File: config.mk
export PLATFORM = sky130hd
export DESIGN_NAME = ccsds_derand_stream_flat
export DESIGN_NICKNAME = d
export VERILOG_FILES = /design/src/rtl/ccsds_derand_stream_if.sv /design/src/rtl/ccsds_derand_stream.sv /design/src/flat_wrapper.sv
export SDC_FILE = /design/constraint.sdc
export NUM_CORES = 1
export LEC_CHECK = 0
export CORE_ASPECT_RATIO = 1.4
export CORE_UTILIZATION = 55
export CTS_CLUSTER_DIAMETER = 150
export DETAILED_ROUTE_END_ITERATION = 12
export PLACE_DENSITY_LB_ADDON = 0.2
export SYNTH_ARGS = -nofsm -noshare
export SYNTH_HDL_FRONTEND = slang
export SYNTH_SLANG_ARGS = --single-unit
File: constraint.sdc
create_clock -name clk_in -period 3.95 [get_ports clk_in]
set_clock_uncertainty 0.15 [all_clocks]
set_input_delay 0.5925 -clock clk_in [delete_from_list [all_inputs] [get_ports clk_in]]
set_output_delay 0.5925 -clock clk_in [all_outputs]
set_load 0.01 [all_outputs]
File: src/rtl/ccsds_derand_stream_if.sv
// Byte-stream bundle for the CCSDS derandomiser.
// Upstream beat, downstream beat and both handshakes.
interface ccsds_derand_stream_if #(
  parameter int W = 1
);
  logic           cvcdu_new;
  logic [8*W-1:0] data_in;
  logic           data_valid_in;
  logic           data_ready_out;
  logic [8*W-1:0] data_out;
  logic [8*W-1:0] noise_out;
  logic           data_valid_out;
  logic           data_ready_in;
  logic           frame_last_out;
  logic           overrun_out;

  modport master (
    output cvcdu_new,
    output data_in,
    output data_valid_in,
    output data_ready_in,
    input  data_ready_out,
    input  data_out,
    input  noise_out,
    input  data_valid_out,
    input  frame_last_out,
    input  overrun_out
  );

  modport slave (
    input  cvcdu_new,
    input  data_in,
    input  data_valid_in,
    input  data_ready_in,
    output data_ready_out,
    output data_out,
    output noise_out,
    output data_valid_out,
    output frame_last_out,
    output overrun_out
  );
endinterface

File: src/rtl/ccsds_derand_stream.sv
// CCSDS PN derandomiser, BYTES_PER_BEAT bytes per beat,
// with CVCDU position tracking and a one-deep output register.
module ccsds_derand_stream #(
  parameter int         BYTES_PER_BEAT = 1,
  parameter int         FRAME_BYTES    = 1020,
  parameter logic [7:0] POLY           = 8'hA9,
  parameter logic [7:0] SEED           = 8'hFF
) (
  input logic                  clk_in,
  input logic                  rst_in,
  ccsds_derand_stream_if.slave io
);
  localparam int W  = BYTES_PER_BEAT;
  localparam int NB = 8 * W;
  localparam int CW = $clog2(FRAME_BYTES + 1);

  typedef logic [CW-1:0] cnt_t;

  localparam cnt_t FRAME_END = cnt_t'(FRAME_BYTES);
  localparam cnt_t LAST_BASE = cnt_t'(FRAME_BYTES - W);
  localparam cnt_t STEP      = cnt_t'(W);

  logic [7:0]    lfsr;
  cnt_t          cnt;
  logic          accept;
  logic [7:0]    st_start;
  logic [7:0]    st_next;
  logic [7:0]    walk;
  logic [NB-1:0] noise;
  cnt_t          base;
  cnt_t          base_next;
  logic          is_last;
  logic          is_over;

  assign io.data_ready_out = !io.data_valid_out
                          || io.data_ready_in;
  assign accept = io.data_valid_in
               && io.data_ready_out;

  assign st_start = io.cvcdu_new ? SEED : lfsr;
  assign base     = io.cvcdu_new ? '0 : cnt;

  // walk[0] is the next PN bit; the tap mask selects
  // the sequence terms that form the bit 8 steps ahead
  always_comb begin
    walk  = st_start;
    noise = '0;
    for (int k = 0; k < NB; k++) begin
      noise[NB-1-k] = walk[0];
      walk = {^(walk & POLY), walk[7:1]};
    end
    st_next = walk;
  end

  assign is_last   = (base == LAST_BASE);
  assign is_over   = (base >= FRAME_END);
  assign base_next = is_over ? FRAME_END
                             : base + STEP;

  always_ff @(posedge clk_in) begin
    if (rst_in) begin
      lfsr              <= SEED;
      cnt               <= '0;
      io.data_valid_out <= 1'b0;
      io.data_out       <= '0;
      io.noise_out      <= '0;
      io.frame_last_out <= 1'b0;
      io.overrun_out    <= 1'b0;
    end else if (accept) begin
      lfsr              <= st_next;
      cnt               <= base_next;
      io.data_valid_out <= 1'b1;
      io.data_out       <= io.data_in ^ noise;
      io.noise_out      <= noise;
      io.frame_last_out <= is_last;
      io.overrun_out    <= is_over;
    end else if (io.data_ready_in) begin
      io.data_valid_out <= 1'b0;
    end
  end
endmodule

File: src/flat_wrapper.sv
// flat-port wrapper written by rule: the top's interface ports become plain ports
module ccsds_derand_stream_flat 
#(
  parameter int         BYTES_PER_BEAT = 1,
  parameter int         FRAME_BYTES    = 1020,
  parameter logic [7:0] POLY           = 8'hA9,
  parameter logic [7:0] SEED           = 8'hFF
)
  (clk_in, rst_in, io_cvcdu_new, io_data_in, io_data_valid_in, io_data_ready_in, io_data_ready_out, io_data_out, io_noise_out, io_data_valid_out, io_frame_last_out, io_overrun_out);
  ccsds_derand_stream_if #(.W(1)) io_i ();
  input logic clk_in;
  input logic rst_in;
  input wire logic [$bits(io_i.cvcdu_new)-1:0] io_cvcdu_new;
  input wire logic [$bits(io_i.data_in)-1:0] io_data_in;
  input wire logic [$bits(io_i.data_valid_in)-1:0] io_data_valid_in;
  input wire logic [$bits(io_i.data_ready_in)-1:0] io_data_ready_in;
  output wire logic [$bits(io_i.data_ready_out)-1:0] io_data_ready_out;
  output wire logic [$bits(io_i.data_out)-1:0] io_data_out;
  output wire logic [$bits(io_i.noise_out)-1:0] io_noise_out;
  output wire logic [$bits(io_i.data_valid_out)-1:0] io_data_valid_out;
  output wire logic [$bits(io_i.frame_last_out)-1:0] io_frame_last_out;
  output wire logic [$bits(io_i.overrun_out)-1:0] io_overrun_out;
  assign io_i.cvcdu_new = io_cvcdu_new;
  assign io_i.data_in = io_data_in;
  assign io_i.data_valid_in = io_data_valid_in;
  assign io_i.data_ready_in = io_data_ready_in;
  assign io_data_ready_out = io_i.data_ready_out;
  assign io_data_out = io_i.data_out;
  assign io_noise_out = io_i.noise_out;
  assign io_data_valid_out = io_i.data_valid_out;
  assign io_frame_last_out = io_i.frame_last_out;
  assign io_overrun_out = io_i.overrun_out;
  ccsds_derand_stream #(.BYTES_PER_BEAT(BYTES_PER_BEAT), .FRAME_BYTES(FRAME_BYTES), .POLY(POLY), .SEED(SEED)) u_core (.clk_in(clk_in), .rst_in(rst_in), .io(io_i));
endmodule
==> results of run 1 <==
==> synthesized netlist by cell type (2+ instances only) <==
master / instances
o21ai_0: 10
buf_6: 4
a21oi_1: 21
ha_1: 2
a211oi_1: 7
clkbuf_1: 6
or3_1: 2
nand2b_1: 2
a311oi_1: 3
inv_1: 4
nand3_1: 4
xnor2_2: 2
and3_1: 3
a221o_1: 2
nor3_1: 5
buf_1: 2
nor2_1: 21
dfxtp_1: 37
o31ai_1: 4
a31oi_1: 4
xor2_1: 2
nand2_1: 27
buf_2: 3
xnor2_1: 17
and4_1: 3
nor4_1: 2
nand4b_1: 2
==> per-stage QoR <==
| step | power [mW] | hold slack, ns | worst slack [ns] |
|---|---|---|---|
| floorplan | 0.581 | 0.316 | 1.81 |
| global placement | 0.636 | 0.287 | 1.23 |
| detailed placement | 0.642 | 0.297 | 1.13 |
| CTS | 0.933 | 0.311 | 1.37 |
| global route | 0.970 | 0.330 | 1.27 |
| finish | 0.926 | 0.306 | 1.37 |
==> layer usage <==
metal  wire, um  up-vias  GRT usage [%]  part of all wire [%]
li1           -      811              -                     -
met1       1840      784           29.0                    43
met2       2250       30           46.2                    52
met3        120        6           5.23                   2.8
met4         75        0           13.0                   1.8
met5          0        -              0                     0
==> worst max path at each step <==
stage / end / cells past startpoint / from / slack [ns]
global route: u_core.cnt[8]$_SDFFE_PP0P_ / 10 / io_cvcdu_new / 1.27
CTS: io_data_ready_out / 3 / io_data_ready_in / 1.37
finish: io_data_ready_out / 3 / io_data_ready_in / 1.37
floorplan: u_core.cnt[8]$_SDFFE_PP0P_ / 9 / io_cvcdu_new / 1.81
detailed placement: u_core.cnt[6]$_SDFFE_PP0P_ / 10 / io_cvcdu_new / 1.13
global placement: u_core.cnt[8]$_SDFFE_PP0P_ / 10 / io_cvcdu_new / 1.23
==> critical path: cells and delay by family <==
kind,cells,cell delay [ns]
AND/OR/NAND/NOR,1,0.22
buffers and inverters,2,1.03
==> power groups by stage <==
| stage | logic, mW | registers [mW] | clock network (mW) |
|---|---|---|---|
| after floorplan | 0.149 | 0.431 | 0 |
| after global placement | 0.201 | 0.435 | 0 |
| after detailed placement | 0.206 | 0.436 | 0 |
| after CTS | 0.208 | 0.427 | 0.298 |
| after global routing | 0.225 | 0.431 | 0.314 |
| final | 0.206 | 0.427 | 0.292 |
==> logic make-up after synthesis <==
family          Yosys count  share of synthesized area [%]
compound gates           57                           19.6
simple gates             75                           19.4
fa+ha+maj                 2                           1.36
buf+inv                  20                           6.00
xor+xnor                 22                           12.1
mux                       2                           1.16
flops                    37                           40.4
==> registers in the layout (all words and copies together), names as in the netlist <==
register and cells:
u_core.io.data_out 8, u_core.io.noise_out 8, u_core.cnt 10, u_core.io.frame_last_out 1, u_core.io.data_valid_out 1, u_core.io.overrun_out 1, u_core.lfsr 8
==> area by class of cell <==
cell class | instances | area [um2]
well taps | 39 | 48.8
repair buffers | 36 | 350
clock inverters | 1 | 5.00
fillers | 260 | 912
inverters | 4 | 15.0
multi-input cells | 158 | 985
clock buffers | 7 | 96.3
flip-flops and latches | 37 | 741
==> flow_metrics.py, run 1 <==
metrics = {
    "finish": {
        "fin_util_pct": 71.1,
        "num_antenna_cells": 0,
        "area_growth_pct": 22.1,
        "final_nets": 257,
        "final_common_cell": "dfxtp_1",
        "final_cell_mix": "dfxtp_1, clkdlybuf4s50_1, nand2_1",
        "layoutNonFillerInstCount": 282,
        "layout-drive-gt1-share_pct": 7.00,
        "finalInstanceArea_um2": 2240,
    },
    "global_route": {
        "track_usage_pct": 26.2,
        "grt_antenna_before_repair": 0,
        "grt_overflow": 0,
        "grt_pass1_wl_um": 7070,
        "grt_pass1_vias": 1597,
        "grt_max_degree": 30,
    },
    "synth": {
        "synth_area_um2": 1840,
        "synth_warnings": 0,
        "synth_nets": 230,
        "synth_edf_count": 0,
        "synth_top_area_share_pct": 40.4,
        "synth_seq_cells": 37,
        "ys_seq_area_share_pct": 40.4,
        "synth_cells": 215,
        "synth_top_cell_by_area": "dfxtp_1",
        "syn_area_per_cell_um2": 8.54,
        "ys_top_cells_by_area": "dfxtp_1, xnor2_1, a21oi_1",
        "ys.flop_type": "dfxtp_1",
        "synthArstFlopShare_pct": 0,
        "ys_types": 41,
    },
    "clocking": {
        "cts_resized": 0,
        "clockRootBuffer": "clkbuf_8",
        "cts-hold-fix-buffers": 0,
        "cts_tree": "done",
        "postCtsSetupBuffers": 0,
        "clock_latency_ns": 0.29,
        "cts_buffer_depth": 2,
        "clock-sinks": 37,
        "cts_buffers": 5,
        "clk_pin_slew_ns": 0.07,
        "cts_htree_levels": 2,
    },
    "route": {
        "drt_iter0_drc": 47,
        "ant_nets": 0,
        "wl_per_cell_um": 15.2,
        "drt_pre_antenna_iters": 4,
        "wirelength_um": 4280,
        "drc": 0,
        "routed_via_density": 5.78,
        "dr_total_vias": 1631,
    },
    "power": {
        "comb_power_share_pct": 22.3,
        "vdd_drop_max_mv": 0.313,
        "p_per_area_nw_per_um2": 413,
        "clock_power_share_pct": 31.6,
        "seqPwrFrac_pct": 46.2,
        "swShare_pct": 27.8,
        "p_int_mw": 0.669,
        "power.switching_mw": 0.257,
        "p_leak_nw": 0.816,
    },
    "placed_design": {
        "gp_congestion": 0.829,
        "hpwl_um": 2880,
        "placed_cell_area_um2": 2140,
        "dp.cells": 274,
        "port_buffers": 32,
    },
    "setup_path": {
        "worstReg2RegStart": "u_core.io.data_valid_out$_SDFFE_PP0P_",
        "critical_path.max_stage_delay_ns": 0.57,
        "ff2ff_path_depth": 4,
        "slowest_stage": "clkdlybuf4s50_1",
        "r2r-end": "u_core.lfsr[0]$_SDFFE_PP1P_",
        "r2r_slack_ns": 2.05,
        "path_common_cell": "clkdlybuf4s50_1",
        "cp.arrival_ns": 1.84,
        "worstSetupPathType": "input port to output port",
        "crit_chain": "clkdlybuf4s50_1 > nand2b_1 > clkdlybuf4s50_1",
        "required_ns": 3.21,
        "cp-start-kind": "input port",
        "crit_path_end_kind": "output port",
        "cp_max_fo": 5,
    },
    "floorplan": {
        "io_pins": 33,
        "fp.dieW_um": 50.8,
        "initial_core_util_pct": 58.2,
        "die-area_um2": 3580,
        "coreArea_um2": 3150,
        "rows": 24,
        "die_h_um": 70.4,
    },
    "timing": {
        "finalSetupTns_ns": 0,
        "min_period_over_period_pct": 65.4,
        "period_needed_ns": 2.58,
        "fmax_mhz": 387,
        "maxSlewViolCount": 0,
        "final_hold_viol_count": 0,
        "slew_headroom_pct": 58.9,
        "grt_setup_unrepaired": "no",
        "setup_viol": 0,
        "worst_slew_pin_slew_ns": 0.616,
    },
    "run": {
        "max_cap_violations": 0,
    },
    "min_path": {
        "hp-class": "flop to flop",
        "hold_depth": 2,
        "hold_end": "u_core.io.data_out[4]$_SDFFE_PP0P_",
        "hp-start": "u_core.io.data_out[4]$_SDFFE_PP0P_",
    },
    "outcome": {
        "status": "finished clean",
    },
}
No activity file was read; power rests on OpenSTA's default activity.
==> run 2, diff against run 1 <==
Settings changed: CORE_UTILIZATION 55 to 52.
Clock period 3.95 ns to 2.7 ns, I/O delays scaled along.
==> run 2 against run 1 <==
Critical path depth did not move. Die area is 5.6% higher. Non-clock buffer count up 3. Combinational power is 48% higher. Total power up 62%. Count of clock-buffer cells in the layout down 2. Worst setup slack got worse by 0.83 ns. Routed wire length fell by 5.3%. Core utilization fell by 3.1 points. Global-route usage fell by 1.6 points. Sequential power up 46%. Largest cell class unchanged.
==> flow_metrics.py, run 2 (synthesis gave the netlist of run 1 again) <==
metrics = {
    "outcome": {
        "status": "finished clean",
    },
    "setup_path": {
        "critical_path_buf_inv_count": 2,
        "required_ns": 2.14,
        "cp-start-kind": "input port",
        "path_common_cell": "clkdlybuf4s50_1",
        "cp_max_fo": 5,
        "critical_path.max_stage_delay_ns": 0.57,
        "cp.arrival_ns": 1.60,
        "crit_path_end_kind": "output port",
        "worstSetupPathType": "input port to output port",
        "crit_family": "buffers and inverters",
        "slowest_stage": "clkdlybuf4s50_1",
        "crit_chain": "clkdlybuf4s50_1 > nand2b_1 > clkdlybuf4s50_1",
    },
    "finish": {
        "final_nets": 260,
        "final_cell_mix": "dfxtp_1, clkdlybuf4s50_1, nand2_1",
        "layout-drive-gt1-share_pct": 8.13,
        "regMostFlops": "u_core.cnt",
        "largest_reg_flops": 10,
        "area_growth_pct": 25.2,
        "num_antenna_cells": 0,
        "final_common_cell": "dfxtp_1",
    },
    "route": {
        "dr_total_vias": 1589,
        "drt_iter0_drc": 34,
        "drt_pre_antenna_iters": 4,
        "ant_nets": 0,
        "wirelength_um": 4060,
        "drc": 0,
        "routed_via_density": 5.56,
        "wl_per_cell_um": 14.2,
    },
    "clocking": {
        "cts_tree": "done",
        "clockRootBuffer": "clkbuf_8",
        "cts_buffer_depth": 2,
        "cts_buffers": 5,
        "cts_resized": 0,
        "clk_pin_slew_ns": 0.08,
        "postCtsSetupBuffers": 0,
        "cts_htree_levels": 2,
        "clock_latency_ns": 0.29,
        "clock-sinks": 37,
        "cts-hold-fix-buffers": 0,
    },
    "placed_design": {
        "port_buffers": 32,
        "hpwl_um": 2710,
        "gp_congestion": 0.792,
    },
    "global_route": {
        "grt_overflow": 0,
        "grt_pass1_vias": 1523,
        "track_usage_pct": 24.7,
        "use_met3_pct": 5.03,
        "top_usage_layer": "met2",
        "grt_util_met2_pct": 42.9,
        "grt_antenna_before_repair": 0,
        "grt_max_degree": 29,
        "met1_usage_pct": 29.0,
        "grt_pass1_wl_um": 6930,
    },
    "floorplan": {
        "rows": 25,
        "die-area_um2": 3770,
        "initial_core_util_pct": 54.3,
        "coreArea_um2": 3380,
        "die_h_um": 72.3,
        "fp.dieW_um": 52.2,
        "io_pins": 33,
    },
    "timing": {
        "maxSlewViolCount": 0,
        "worst_slew_pin_slew_ns": 0.472,
        "final_hold_viol_count": 0,
        "grt_setup_unrepaired": "no",
        "period_needed_ns": 2.16,
        "fmax_mhz": 463,
        "slew_headroom_pct": 68.6,
        "min_period_over_period_pct": 80.0,
        "finalSetupTns_ns": 0,
        "setup_viol": 0,
    },
    "power": {
        "p_per_area_nw_per_um2": 653,
        "power.total_mw": 1.50,
        "vdd_drop_max_mv": 0.437,
        "p_leak_nw": 0.845,
    },
    "run": {
        "max_cap_violations": 0,
    },
    "min_path": {
        "hp-class": "flop to flop",
    },
}
-- run 2: per-layer routing --
| metal | share of wire, % | vias to the layer above |
|---|---|---|
| met2 | 52 | 27 |
| li1 | - | 816 |
| met3 | 3.0 | 7 |
| met1 | 43 | 739 |
| met5 | 0 | - |
| met4 | 1.6 | 0 |
-- run 2: path summary, 6_finish.rpt --
path | startpoint | end | slack [ns] | cells after the start
worst max-delay path | io_data_ready_in | io_data_ready_out | 0.54 | 3
worst min-delay path | u_core.io.data_out[2]$_SDFFE_PP0P_ | u_core.io.data_out[2]$_SDFFE_PP0P_ | 0.30 | 2
worst max register to register | u_core.cnt[0]$_SDFFE_PP0P_ | u_core.cnt[8]$_SDFFE_PP0P_ | 0.92 | 7
worst min register to register | u_core.io.data_out[2]$_SDFFE_PP0P_ | u_core.io.data_out[2]$_SDFFE_PP0P_ | 0.30 | 2
-- run 2: worst reg2reg max path, delay by kind of cell, from the launching register on --
kind / cells / cell delay, ns
and+or+nand+nor: 2 / 0.31
AOI/OAI and AO/OA: 3 / 0.51
DFF: 1 / 0.39
adders and majority gates: 1 / 0.24
buffers and inverters: 1 / 0.07
-- run 2: layout make-up --
class / count / area [um2]
fill: 295 / 1080
clock inverter: 3 / 65.1
tap: 40 / 50.0
multi-input combinational: 158 / 985
sequential: 37 / 741
inverter: 4 / 15.0
timing repair buffer: 39 / 373
clock buffer: 5 / 68.8
-- run 2: report_power, final --
part | switching [mW] | internal, mW
sequential | 0.0412 | 0.584
combinational | 0.138 | 0.167
clock | 0.204 | 0.367
-- run 2: through the flow --
stage / cells / setup slack (ns) / instance area [um2] / hold WS (ns) / utilization, %
2_1_floorplan: 215 / 0.746 / 1840 / 0.316 / -
3_3_place_gp: 278 / 0.413 / 2160 / 0.290 / 64.0
3_5_place_dp: 278 / 0.348 / 2160 / 0.296 / 64.0
4_1_cts: 286 / 0.532 / 2300 / 0.307 / 68.0
5_1_grt: 286 / 0.481 / 2300 / 0.326 / 68.0
6_report: 286 / 0.541 / 2300 / 0.303 / 68.0
==> run 3, diff against run 2 <==
Settings changed: CORE_UTILIZATION 52 to 47.
Clock period 2.7 ns to 1.85 ns, I/O delays scaled along.
==> run 3 against run 2 <==
Critical path type is now input port to flop. Count of clock-buffer cells in the layout grew 2. Global-route usage shrank 2.4 points. Total power grew 30%. Routed wire length grew 0.89%.
==> flow_metrics.py, run 3 (synthesis gave the netlist of run 1 again) <==
metrics = {
    "setup_path": {
        "cp-start-kind": "input port",
        "critical_path.max_stage_delay_ns": 0.48,
        "cp.arrival_ns": 1.78,
        "crit_family": "buffers and inverters",
        "required_ns": 1.87,
        "slowest_stage": "clkdlybuf4s50_1",
        "crit_chain": "clkdlybuf4s50_1 > buf_4 > and4b_1 > and3_1 > o21ai_0 > a21oi_1",
        "worstSetupPathType": "input port to flop",
        "critical_path_buf_inv_count": 2,
        "crit_path_end_kind": "flop",
        "cp_max_fo": 28,
    },
    "route": {
        "dr_total_vias": 1648,
        "drc": 0,
        "drt_iter0_drc": 34,
        "ant_nets": 0,
        "wirelength_um": 4090,
        "drt_pre_antenna_iters": 4,
        "wl_per_cell_um": 13.5,
        "routed_via_density": 5.42,
    },
    "timing": {
        "finalSetupTns_ns": 0,
        "grt_setup_unrepaired": "yes",
        "final_hold_viol_count": 0,
        "fmax_mhz": 569,
        "setup_viol": 0,
        "maxSlewViolCount": 0,
        "worst_slew_pin_slew_ns": 0.459,
        "period_needed_ns": 1.76,
        "slew_headroom_pct": 69.2,
        "min_period_over_period_pct": 95.0,
    },
    "finish": {
        "final_nets": 277,
        "final_common_cell": "dfxtp_1",
        "fin_util_pct": 65.8,
        "final_cell_mix": "dfxtp_1, clkdlybuf4s50_1, nand2_1",
        "num_antenna_cells": 0,
        "area_growth_pct": 31.8,
        "regMostFlops": "u_core.cnt",
        "layout-drive-gt1-share_pct": 14.5,
        "largest_reg_flops": 10,
    },
    "floorplan": {
        "die_h_um": 75.9,
        "fp.dieW_um": 54.8,
        "io_pins": 33,
        "die-area_um2": 4160,
        "rows": 26,
        "coreArea_um2": 3680,
        "initial_core_util_pct": 49.9,
    },
    "clocking": {
        "cts-hold-fix-buffers": 0,
        "postCtsSetupBuffers": 0,
        "cts_tree": "done",
        "clk_pin_slew_ns": 0.07,
        "cts_htree_levels": 2,
        "cts_buffer_depth": 2,
        "clock-sinks": 37,
        "clockRootBuffer": "clkbuf_8",
        "clock_latency_ns": 0.28,
        "cts_buffers": 5,
    },
    "global_route": {
        "grt_antenna_before_repair": 0,
        "grt_max_degree": 29,
        "track_usage_pct": 22.3,
        "grt_overflow": 0,
        "top_usage_layer": "met2",
        "grt_pass1_wl_um": 6880,
        "use_met3_pct": 5.62,
        "met1_usage_pct": 23.8,
        "grt_pass1_vias": 1590,
        "grt_util_met2_pct": 39.3,
    },
    "min_path": {
        "hp-class": "flop to flop",
    },
    "power": {
        "vdd_drop_max_mv": 0.557,
        "p_per_area_nw_per_um2": 808,
        "p_leak_nw": 0.911,
    },
    "placed_design": {
        "gp_congestion": 0.779,
        "port_buffers": 32,
        "hpwl_um": 2960,
    },
    "outcome": {
        "status": "finished clean",
    },
    "run": {
        "max_cap_violations": 0,
    },
}
[run 3: cell count changes in the layout (fill, tap and decap cells not counted), moves of 2 or more]
cell	previous run	this run
buf_12	0	2
buf_4	7	22
bufinv_16	2	0
o21ai_0	10	8
o21ai_1	1	3
[run 3: path summary, 6_finish.rpt]
check	from	end	slack, ns	cells after the start
worst min register to register	u_core.io.data_out[2]$_SDFFE_PP0P_	u_core.io.data_out[2]$_SDFFE_PP0P_	0.30	2
worst max register to register	u_core.lfsr[7]$_SDFFE_PP1P_	u_core.lfsr[0]$_SDFFE_PP1P_	0.19	4
worst min-delay path	u_core.io.data_out[2]$_SDFFE_PP0P_	u_core.io.data_out[2]$_SDFFE_PP0P_	0.30	2
worst max-delay path	io_cvcdu_new	u_core.cnt[8]$_SDFFE_PP0P_	0.09	6
[run 3: routing by layer]
metal	wire, um	part of all wire [%]
met5	0	0
met4	41	1.0
met3	102	2.5
met2	2240	55
met1	1710	42
[run 3: worst reg2reg max path, cell delays in order, from the launching register on]
cell,delay [ns]
dfxtp_1,0.41
xnor2_1,0.10
xnor2_1,0.39
o21ai_0,0.15
a221o_2,0.34
[run 3: final cells by class]
cell class                 instances  area (um2)
clock buffer                       7        86.3
multi-input combinational        158        1000
inverter                           4        15.0
tap                               42        52.6
fill                             322        1260
sequential                        37         741
timing repair buffer              56         524
[run 3: through the flow]
step                setup WS, ns  instances  hold slack [ns]  power [mW]  cell area, um2
global placement          -0.170        297            0.291        1.40            2320
floorplan                 0.0231        215            0.257        1.24            1840
global route             -0.0200        304            0.330        2.07            2420
CTS                       0.0884        304            0.305        1.98            2410
finish                    0.0933        304            0.303        1.95            2420
detailed placement        -0.202        297            0.296        1.41            2320
[run 3: power breakdown]
| group | total [mW] | switching [mW] | internal (mW) |
|---|---|---|---|
| logic | 0.496 | 0.221 | 0.275 |
| registers | 0.902 | 0.0488 | 0.853 |
| clock network | 0.556 | 0.261 | 0.295 |
[run 3: timing repair]
action                                  4_1_cts  5_1_grt
pin swaps                                     0        1
endpoints found under the setup margin        1        3
resized for setup                             2        4
==> patch 1: new RTL, flow settings as in run 2 <==
Make the reset (`rst_in`) asynchronous in one clocked block.
--- a/src/rtl/ccsds_derand_stream.sv
+++ b/src/rtl/ccsds_derand_stream.sv
@@ -58,5 +58,5 @@
                              : base + STEP;
 
-  always_ff @(posedge clk_in) begin
+  always_ff @(posedge clk_in or posedge rst_in) begin
     if (rst_in) begin
       lfsr              <= SEED;
Function: differs if rst_in is asserted again (counterexample within 4 cycles, from zero or initial values and one cycle with rst_in high); with rst_in held inactive, the same outputs for 10 cycles.
==> patch 1 against run 2 <==
Synthesized area increased by 5.1%; routed wire length increased by 0.12%; first-iteration DRC count increased by 41%; register-to-register slack got worse by 0.15 ns; sequential cell count unchanged; design area increased by 4.5%; critical path depth unchanged; worst setup slack got worse by 0.11 ns; final cell count decreased by 7.0%; non-clock buffer count decreased by 1.
Power is not compared: it rests on default switching activity, and its combinational part moved more than twofold at a synthesized area within 25%.
==> patch 1: results (changes against run 2) <==
Outcome = finished clean
Hpwl dp = 2.78 mm (+2.4%)
Worst-Margin Slew = 0.459 ns (-0.0125 ns)
WHS Endpoint = u_core.io.data_out[0]
Drt via density = 5.68 (+2.2%)
Total GRT Usage = 23.7% (-0.96 points)
Routed wl met2 = 2.05 mm (-3.0%)
Min-delay src = u_core.io.data_out[0]
Filler cell count = 266 (-9.8%)
First-pass GRT wire length = 6.73 mm (-2.8%)
Post-Synth Adder-Cell Area = 1.30% (-0.066 points)
Critical Path AT = 1.71 ns (+0.11 ns)
Initial drt markers = 48 (+41%)
Commonest cells post-synth = 29 x dfrtp_1, 26 x nand2_1, 23 x o21ai_0
GR Util met3 = 5.73% (+0.69 points)
Flop-to-flop setup slack = 0.77 ns (-0.15 ns)
Routed wire length = 4.06 mm (+0.12%)
Post-Syn Nets = 210 (-8.7%)
Synth Area in Compound Gates = 16.7% (-2.9 points)
Grt met2 use = 40.0% (-2.9 points)
Top post-synthesis cells by area = dfrtp_1 38%, dfstp_2 11%, o21ai_0 6.0%, nand2_1 5.1%, xor2_1 4.1%
Routability Congestion = 0.866 (+9.3%)
Share of cells above drive strength 1 = 11.1% (+2.9 points)
Worst R2R Start = u_core.lfsr[7]
Asr flop ratio synth = 100% (+100 points)
Worst reg-to-reg path cell count = 4 (-3)
Xor and xnor fraction of the mapped netlist area = 12.0% (-0.14 points)
Routing usage on met1 = 28.8% (-0.24 points)
Final nets = 240 (-7.7%)
Number of global-route vias before repair = 1437 (-5.6%)
patch 1: cell types whose count changed after synthesis, sizes merged, moves of 5 or more:
cell and change:
dfstp +8, a211oi -7, nor2 -9, nor3 -5, a21oi -13, o21ai +12, dfxtp -37, xnor2 -11
dfrtp +29, xor2 +7
patch 1: stage by stage:
step           cells  setup WS (ns)  total power [mW]  instance area [µm²]  hold WS [ns]
4_1_cts          266          0.428              2.20                 2400         0.337
3_3_place_gp     258          0.356              1.66                 2280         0.306
3_5_place_dp     258          0.276              1.70                 2280         0.319
2_1_floorplan    195          0.380              1.45                 1930         0.305
6_report         266          0.435              2.17                 2400         0.327
5_1_grt          266          0.356              2.31                 2400         0.346
patch 1: area by class of cell:
class / count / area (µm²) / share of cell area (%)
well taps: 40 / 50.0 / 2.08
clock inverters: 1 / 30.0 / 1.25
multi-input cells: 137 / 911 / 37.9
flip-flops and latches: 37 / 936 / 39.0
clock buffers: 7 / 86.3 / 3.60
inverters: 6 / 22.5 / 0.938
repair buffers: 38 / 365 / 15.2
==> patch 2: new RTL, flow settings as in run 2 <==
Without the edit above. `FRAME_BYTES` is set to 1020 in 2 places; all go to 2040.
--- a/src/rtl/ccsds_derand_stream.sv
+++ b/src/rtl/ccsds_derand_stream.sv
@@ -3,5 +3,5 @@
 module ccsds_derand_stream #(
   parameter int         BYTES_PER_BEAT = 1,
-  parameter int         FRAME_BYTES    = 1020,
+  parameter int         FRAME_BYTES    = 2040,
   parameter logic [7:0] POLY           = 8'hA9,
   parameter logic [7:0] SEED           = 8'hFF
--- a/src/flat_wrapper.sv
+++ b/src/flat_wrapper.sv
@@ -3,5 +3,5 @@
 #(
   parameter int         BYTES_PER_BEAT = 1,
-  parameter int         FRAME_BYTES    = 1020,
+  parameter int         FRAME_BYTES    = 2040,
   parameter logic [7:0] POLY           = 8'hA9,
   parameter logic [7:0] SEED           = 8'hFF
Formal check against the unedited RTL: same outputs for any inputs over 10 cycles, from zero or initial values and one cycle with rst_in high; that may be too few to reach the edited logic, so the function may still have changed.
==> patch 2 against run 2 <==
Sequential cell count up 1; worst hold slack worse by 0.0030 ns; synthesized area increased by 7.6%; synthesized cell count is 8.4% higher; fmax fell by 1.7%; power decreased by 2.9%; worst setup slack got worse by 0.037 ns; routed wire length is 5.2% higher; design area up 7.0%.
==> patch 2: results (changes against run 2) <==
Post-Syn Nets = 248 (+7.8%)
Number of global-route vias before repair = 1576 (+3.5%)
Top post-synthesis cells by area = dfxtp_1 39%, xnor2_1 7.1%, a21oi_1 6.6%, nand2_1 5.5%, nor2_1 3.8%
Hold Violations, Final = 0 (unchanged)
Outcome = finished clean
Pin count of the biggest net entering global routing = 24 (-17%)
Total GRT Usage = 23.2% (-1.4 points)
Slowest cell on crit path = clkdlybuf4s50_1
Routability Congestion = 0.815 (+2.9%)
M1 wire length = 1.78 mm (+1.7%)
First-pass GRT wire length = 6.85 mm (-1.1%)
Worst setup margin = 0.503 ns (-0.0374 ns)
Worst VDD drop = 497 µV (+14%)
Worst R2R Start = u_core.lfsr[1]
Switching power = 0.382 mW (-0.36%)
Worst-Margin Slew = 0.458 ns (-0.0140 ns)
Worst-skew pair later-pin latency = 0.29 ns (about the same)
Initial drt markers = 52 (+53%)
Top delay family on crit path = buffers and inverters
Met3 wire len = 97 µm (-21%)
Post-Synth Adder-Cell Area = 1.27% (-0.096 points)
CP Launch Point = io_data_ready_in
Crit Path Max Fanout = 6 (+1)
Min-delay src = u_core.io.data_out[1]
Synth cell types = 42 (+2.4%)
Seq/Total Area, Yosys = 38.5% (-1.8 points)
Mux contribution to synthesized area = 0.507% (-0.65 points)
Reg2reg end = u_core.lfsr[3]
Xor and xnor fraction of the mapped netlist area = 13.0% (+0.86 points)
Routed wl met2 = 2.34 mm (+10%)
Final nets = 280 (+7.7%)
Placement Setup Slack = 0.381 ns (+0.0334 ns)
Share of cells above drive strength 1 = 7.52% (-0.61 points)
WHS Endpoint = u_core.io.data_out[1]
Hpwl dp = 3.09 mm (+14%)
LEAKAGE = 0.931 nW (+10%)
Flop-to-flop setup slack = 0.85 ns (-0.07 ns)
Synth Area in Compound Gates = 18.1% (-1.5 points)
Worst reg-to-reg path cell count = 4 (-3)
Critical Path AT = 1.64 ns (+0.04 ns)
Commonest cells post-synth = 38 x dfxtp_1, 29 x nand2_1, 26 x a21oi_1
Max stage delay on crit path = 0.58 ns
Post-DR wirelength/cell = 13.9 µm (-2.3%)
Filler cell count = 319 (+8.1%)
Number of flip-flops in the largest register = 11 (+1)
Via count = 1742 (+9.6%)
-- patch 2: cell types whose count changed after synthesis, moves of 3 or more --
| cell | delta |
|---|---|
| clkbuf_1 | +7 |
| a21oi_1 | +5 |
| buf_6 | -4 |
| a211o_1 | +3 |
| a311oi_1 | -3 |
| nand3b_1 | +3 |
| or4_1 | +3 |
| xnor3_1 | +3 |
-- patch 2: area by class of cell --
class                           count  area (µm²)  share of cell area, %
Clock inverter                      1        30.0                   1.22
Timing Repair Buffer               43         403                   16.4
Clock buffer                        7        76.3                   3.11
Tap cell                           42        52.6                   2.14
Multi-Input combinational cell    173        1120                   45.6
Sequential cell                    38         761                   31.0
Inverter                            4        15.0                  0.611
-- patch 2: layer usage --
layer	vias to the layer above	track usage [%]
met5	-	0
met4	0	7.41
met3	6	5.66
met2	22	44.0
met1	827	24.2
li1	887	-
-- patch 2: stage by stage --
step           cells  power [mW]  cell area, µm²  hold slack (ns)
5_1_grt          308        1.53            2460            0.328
2_1_floorplan    233       0.899            1970            0.313
6_report         308        1.46            2460            0.300
4_1_cts          308        1.47            2460            0.303
3_5_place_dp     300        1.00            2350            0.293
3_3_place_gp     300       0.995            2350            0.289
-- patch 2: power groups by stage --
stage,logic [mW],registers (mW),clock network (mW)
global placement,0.340,0.656,0
detailed placement,0.344,0.656,0
CTS,0.347,0.644,0.483
finish,0.343,0.643,0.472
global route,0.379,0.649,0.503
floorplan,0.249,0.649,0
-- patch 2: tightest hold or removal path: stages, from the launching register on --
cell and delay (ns):
dfxtp_1 0.31, nand2_1 0.05, a21oi_1 0.05
